### src/rtl/serial_add_seq.sv
// Purpose: bit-serial WIDTH-bit adder sequencer driving an external one-bit full adder, LSB first.
// Latency: o_done pulses in the cycle after the WIDTH-th edge following the start-accept edge.
// Backpressure: none; i_start is only sampled in IDLE and ignored while o_busy is high.
//
// Ports:
//   i_clk, i_rst_n       clock (rising edge), asynchronous active-low reset
//   i_start              start request, accepted only in IDLE
//   i_a, i_b, i_cin      operands and carry-in, captured on the accept edge
//   o_bit1, o_bit2       current A / B bit to the external adder (0 outside SHIFT)
//   o_carry              registered carry to the external adder (0 outside SHIFT)
//   i_sum, i_carry       combinational sum / carry-out returned by the external adder
//   o_busy               high in SHIFT and DONE
//   o_done               one-cycle pulse when o_sum / o_cout are valid
//   o_sum, o_cout        result; held from DONE until the next accepted start
module serial_add_seq #(
  parameter int WIDTH = 8
) (
  input  logic             i_clk,
  input  logic             i_rst_n,
  input  logic             i_start,
  input  logic [WIDTH-1:0] i_a,
  input  logic [WIDTH-1:0] i_b,
  input  logic             i_cin,
  output logic             o_bit1,
  output logic             o_bit2,
  output logic             o_carry,
  input  logic             i_sum,
  input  logic             i_carry,
  output logic             o_busy,
  output logic             o_done,
  output logic [WIDTH-1:0] o_sum,
  output logic             o_cout
);

  // Counter only needs to reach WIDTH-1; the last SHIFT edge is detected at that value.
  localparam int CW = (WIDTH > 2) ? $clog2(WIDTH) : 1;
  localparam logic [CW-1:0] CNT_LAST = CW'(WIDTH - 1);

  typedef enum logic [1:0] {
    ST_IDLE  = 2'd0,
    ST_SHIFT = 2'd1,
    ST_DONE  = 2'd2
  } state_t;

  state_t           state_q;
  logic [WIDTH-1:0] a_q;
  logic [WIDTH-1:0] b_q;
  logic [WIDTH-1:0] sum_q;
  logic             carry_q;
  logic [CW-1:0]    cnt_q;
  logic             busy_q;
  logic             done_q;
  logic             shift_q;

  always_ff @(posedge i_clk or negedge i_rst_n) begin
    if (!i_rst_n) begin
      state_q <= ST_IDLE;
      a_q     <= '0;
      b_q     <= '0;
      sum_q   <= '0;
      carry_q <= 1'b0;
      cnt_q   <= '0;
      busy_q  <= 1'b0;
      done_q  <= 1'b0;
      shift_q <= 1'b0;
    end else begin
      case (state_q)
        ST_IDLE: begin
          done_q <= 1'b0;
          if (i_start) begin
            a_q     <= i_a;
            b_q     <= i_b;
            carry_q <= i_cin;
            sum_q   <= '0;
            cnt_q   <= '0;
            busy_q  <= 1'b1;
            shift_q <= 1'b1;
            state_q <= ST_SHIFT;
          end
        end

        ST_SHIFT: begin
          // Sum bits enter at the MSB so after WIDTH shifts bit 0 lands at position 0.
          sum_q   <= {i_sum, sum_q[WIDTH-1:1]};
          carry_q <= i_carry;
          a_q     <= a_q >> 1;
          b_q     <= b_q >> 1;
          cnt_q   <= cnt_q + CW'(1);
          if (cnt_q == CNT_LAST) begin
            shift_q <= 1'b0;
            done_q  <= 1'b1;
            state_q <= ST_DONE;
          end
        end

        ST_DONE: begin
          done_q  <= 1'b0;
          busy_q  <= 1'b0;
          state_q <= ST_IDLE;
        end

        default: begin
          done_q  <= 1'b0;
          busy_q  <= 1'b0;
          shift_q <= 1'b0;
          state_q <= ST_IDLE;
        end
      endcase
    end
  end

  // carry_q keeps the final carry after SHIFT (it is o_cout), so the adder-facing
  // bits are gated by the registered SHIFT flag rather than relying on register contents.
  assign o_bit1  = shift_q & a_q[0];
  assign o_bit2  = shift_q & b_q[0];
  assign o_carry = shift_q & carry_q;

  assign o_busy  = busy_q;
  assign o_done  = done_q;
  assign o_sum   = sum_q;
  assign o_cout  = carry_q;

  // Structural invariants of the sequencer.
  a_done_implies_busy: assert property (@(posedge i_clk) disable iff (!i_rst_n)
    o_done |-> o_busy);
  a_done_single_cycle: assert property (@(posedge i_clk) disable iff (!i_rst_n)
    o_done |=> !o_done);
  a_shift_implies_busy: assert property (@(posedge i_clk) disable iff (!i_rst_n)
    shift_q |-> busy_q);

endmodule

### config.mk
export PLATFORM = sky130hd
export DESIGN_NAME = serial_add_seq
export DESIGN_NICKNAME = d
export VERILOG_FILES = /design/src/rtl/serial_add_seq.sv
export SDC_FILE = /design/constraint.sdc
export NUM_CORES = 1
export LEC_CHECK = 0
export ABC_AREA = 1
export CELL_PAD_IN_SITES_DETAIL_PLACEMENT = 1
export CELL_PAD_IN_SITES_GLOBAL_PLACEMENT = 1
export CORE_MARGIN = 2
export CORE_UTILIZATION = 37
export CTS_BUF_LIST = sky130_fd_sc_hd__clkbuf_8
export DETAILED_ROUTE_END_ITERATION = 12
export GPL_TIMING_DRIVEN = 0
export PLACE_DENSITY_LB_ADDON = 0.1
export SKIP_CTS_REPAIR_TIMING = 1
export SLEW_MARGIN = 20
export SYNTH_ARGS = -nofsm -noshare
export SYNTH_HDL_FRONTEND = slang
export SYNTH_SLANG_ARGS = --single-unit
### constraint.sdc
create_clock -name i_clk -period 1.4 [get_ports i_clk]
set_input_delay 0.35 -clock i_clk [delete_from_list [all_inputs] [get_ports i_clk]]
set_output_delay 0.35 -clock i_clk [all_outputs]
set_load 0.1 [all_outputs]
Yosys cells after proc, flatten, opt, wreduce, memory -nomap -nowiden
Cells that the tools add are included.

word-level totals
  register bits = 33
  input bits = 22

cells by class
  add/sub/neg operators = 1
  equal/unequal tests = 5
  multiplexer cells = 19
  bitwise gates (word level) = 5
  reductions and logical operators = 6

operator list
  kind                                                  count
  one-hot mux 8 bit (2 select lines)                    3
  two-way mux 8 bit                                     3
  one-hot mux 3 bit (2 select lines)                    1
  AND reduction 2 bit                                   3
  two-way mux 1 bit                                     5
  two-way mux 2 bit                                     2
  inequality test 2 bit (second input constant)         2
  one-hot mux 1 bit (2 select lines)                    2
  one-hot mux 2 bit (2 select lines)                    1
  adder 3 x 1 -> 3 bit (second input constant)          1
  AND 1 bit                                             3
  equality test 3 bit (second input constant)           1
  two-way mux 3 bit                                     1
  one-hot mux 1 bit (3 select lines)                    1
  AND reduction 3 bit                                   1
  equality test 2 x 1 -> 1 bit (second input constant)  1
  equality test 2 bit (second input constant)           1
  logical NOT 2 bit                                     1
  inverter 1 bit                                        2
  nonzero test 2 bit                                    1

Depth between registers and ports, before layout
  depth in word-level cells = 3
  mapped depth = 6
  depth with buffers taken out = 5

Worst setup path before layout
Ideal clock, no wire load.

  path kind = flip-flop to output port
  start point = reg carry_q (netlist: o_cout)
  end point = out o_carry
  data arrival time = 1.645 ns
  path slack = -0.595 ns
  stages on the path, launching flop included = 3
  buffers on the path = 0
  path through = dfrtp_1 -> nand2_1 -> inv_1

between the ends
  word-level cells in the longest chain between the ends = 1

RTL lines
  element                 line  text
  start, declared         49    logic carry_q;
  start signal, assigned  73    carry_q <= i_cin;
  start signal, assigned  85    carry_q <= i_carry;
  AND 1 bit               116   assign o_carry = shift_q & carry_q;
  end, declared           26    output logic o_carry,

Every way passes these cells.

Worst setup path in the final report
Ends and elaborated chain as after synthesis.

==> summary.md <==
| Metric | Value |
|---|---|
| Hold Vio Cnt, Final | 2 |
| Crit. End Element | output port |
| Status | complete, but fails checks |
| H-tree levels | 2 |
| Post-Syn Area | 1620 um2 |
| Drt first-iter violations | 48 |
| Placed insts | slightly below 300 |
| Leak | approximately 1.2 nW |
| Final Instance Count excl. Fillers | 304 |
| Rows | 24 |
| IO Port Bufs | 35 |
| Worst-path maximum fanout | 3 |
| Final number of setup-violating endpoints | 2 |
| Pwr dens | ~2700 nW/um2 |
| Global Route Usage Sum | 19.3% |
| Antenna diode count | 0 |
| Reg clk slew, reported paths | around 70 ps |
| DRT antenna net count | 0 |
| Total grt overflow | 0 |
| Final Max Tran Viols | 0 |
| Slew headroom | a little over 70% |
| Mapped Cells | 208 |
| Unrepaired setup endpoints after global routing | yes |
| Clock sink total | 33 |
| Via count | between 1000 and 1500 |
| Synthesized flop and latch total | 33 |
| Layout Skew | 2.39 ps |
| Worst path max stage delay | approximately 500 ps |
| Max Clk Rate | 0.690 GHz |
| Die height | between 70 and 80 um |
| Routed wire length | roughly 4200 um |
| Clock tree buffer depth | 2 |
| Post-synthesis sequential area ratio | between 50% and 60% |
| I/O Pins | 36 |
| Mapped Avg Cell Area | roughly 7.8 um2 |
| Crit path kind | reg2out |
| Core area | 4290 um2 |
| Post-route setup slack | -49.2 ps |
| Slew @ Worst Pin | roughly 430 ps |
| CTS buffer count | 5 |
| DP HPWL | roughly 3000 um |
| Clk_lat worst skew | approximately 280 ps |
| Global-route wire length before repair | 7470 um |
| Cells along the critical path | nand2_4, clkinvlp_4, buf_6 |
| Layout cell share with drive strength beyond 1 | between 15 and 20% |
| Initial antenna violation count | 0 |
| TritonCTS clock tree | built |
| Layout Area Growth over Synthesis | 33.3% |
| CP required | 1050 ps |
| Arrival time worst endpoint | between 1000 and 1500 ps |
| Die area | slightly below 5000 um2 |
| Hold slack | -2.55 ps |
| YS warnings | 0 |
| Drt pass-1 iters | 4 |
| WL/cell | ~14 um |
| Drt via density | slightly below 5 |
| Min Clock Period, post-route | 1450 ps |
| Max_cap viols | 0 |
| Worst setup SP type | flip-flop |
| Crit path max-delay cell type | dfrtp_4 |
| Peak supply drop | ~1.3 mV |
| Number of global-route vias before repair | ~1600 |
| Post-Syn Nets | about 230 |
| Post-layout nets | 275 |
| CTS root buffer | clkbuf_8 |
| Period utilization | 104% |
| Most frequent cells in the layout | 54 x nand2_1, 54 x nand3_1, 34 x inv_1, 31 x dfrtp_1, 20 x clkdlybuf4s50_1 |
| Drt drc | 0 |
| Die Wd | between 70 and 80 um |
| Hold/Removal Path Class | in2async |
| Pwr Total | 5.88 mW |
| Initial Util | between 30 and 40% |
| RePlAce Congestion | between 0.7 and 0.8 |
| Pin count of the biggest net entering global routing | 19 |
| Failing checks | hold timing, setup timing |
| Count of cell types in the netlist | 17 |
==> layer usage <==
| metal | GRT usage [%] | vias to the layer above | routed length, um |
|---|---|---|---|
| met5 | 0 | - | 0 |
| met4 | 6.41 | 0 | 70 |
| met3 | 4.62 | 9 | 159 |
| met2 | 32.3 | 28 | 2070 |
| met1 | 24.7 | 710 | 1930 |
| li1 | - | 731 | - |
==> Yosys cell counts (all sizes together) <==
cell | count | area, um2
nor2 | 4 | 15.0
ha | 2 | 25.0
o21ai | 6 | 30.0
inv | 37 | 139
dfrtp | 33 | 826
buf | 11 | 61.3
nand4 | 1 | 6.26
a21oi | 1 | 8.76
nand2 | 58 | 230
o21a | 1 | 7.51
nand3 | 54 | 270
==> worst paths after layout <==
kind | startpoint | end | slack (ps) | cells after the start
worst max-delay path | o_cout$_DFFE_PN0P_ | o_carry | -50 | 3
worst min-delay path | i_rst_n | a_q[3]$_DFFE_PN0P_ | -3 | 1
worst max register to register | state_q[1]$_DFFE_PN0P_ | b_q[4]$_DFFE_PN0P_ | 140 | 6
worst min register to register | o_done$_DFFE_PN0P_ | o_done$_DFFE_PN0P_ | 480 | 1
max in group asynchronous | i_rst_n | b_q[5]$_DFFE_PN0P_ | 960 | 2
min in group i_clk | o_done$_DFFE_PN0P_ | o_done$_DFFE_PN0P_ | 480 | 1
==> power by group <==
group / internal [mW] / switching [mW] / total (mW) / leakage, nW
Sequential: 1.40 / 0.273 / 1.68 / 0.405
Clock: 0.337 / 0.349 / 0.686 / 0.0491
Combinational: 0.993 / 2.53 / 3.52 / 0.729
==> cell families after synthesis <==
group / count (synthesis) / share of synthesized area [%]
AOI/OAI and AO/OA: 8 / 2.86
adders and majority gates: 2 / 1.55
buffers and inverters: 48 / 12.4
DFF: 33 / 51.0
and+or+nand+nor: 117 / 32.2
==> flip-flops by register name (all words and copies together) (netlist names) <==
signal	cells
o_cout	1
a_q	8
o_sum	8
state_q	2
cnt_q	3
o_busy	1
b_q	8
shift_q	1
o_done	1
==> area by class of cell <==
class	instances	area, um2
inverters	37	145
clock buffers	5	68.8
flip-flops and latches	33	831
multi-input cells	127	606
fillers	557	2140
clock inverters	3	13.8
well taps	52	65.1
plain buffers	11	62.6
repair buffers	36	367
==> metrics by stage <==
step           hold WS (ps)  setup WS (ps)  TNS, ps  area [um2]  util, %
2_1_floorplan          54.4          -69.9    -69.9        1630        -
3_3_place_gp            464          -1040   -37530        2050     47.7
3_5_place_dp            316           -614   -10370        2070     48.3
4_1_cts                3.46           -927   -11520        2150     50.2
5_1_grt                9.34          -83.6     -150        2160     50.3
6_report              -2.55          -49.2    -71.4        2160     50.3
==> critical path: cells and delay by family, from the launching register on <==
family | cells | cell delay (ps)
flops | 1 | 500
buf+inv | 2 | 250
simple gates | 1 | 70
Note: power is estimated with default switching activity, not from simulation.
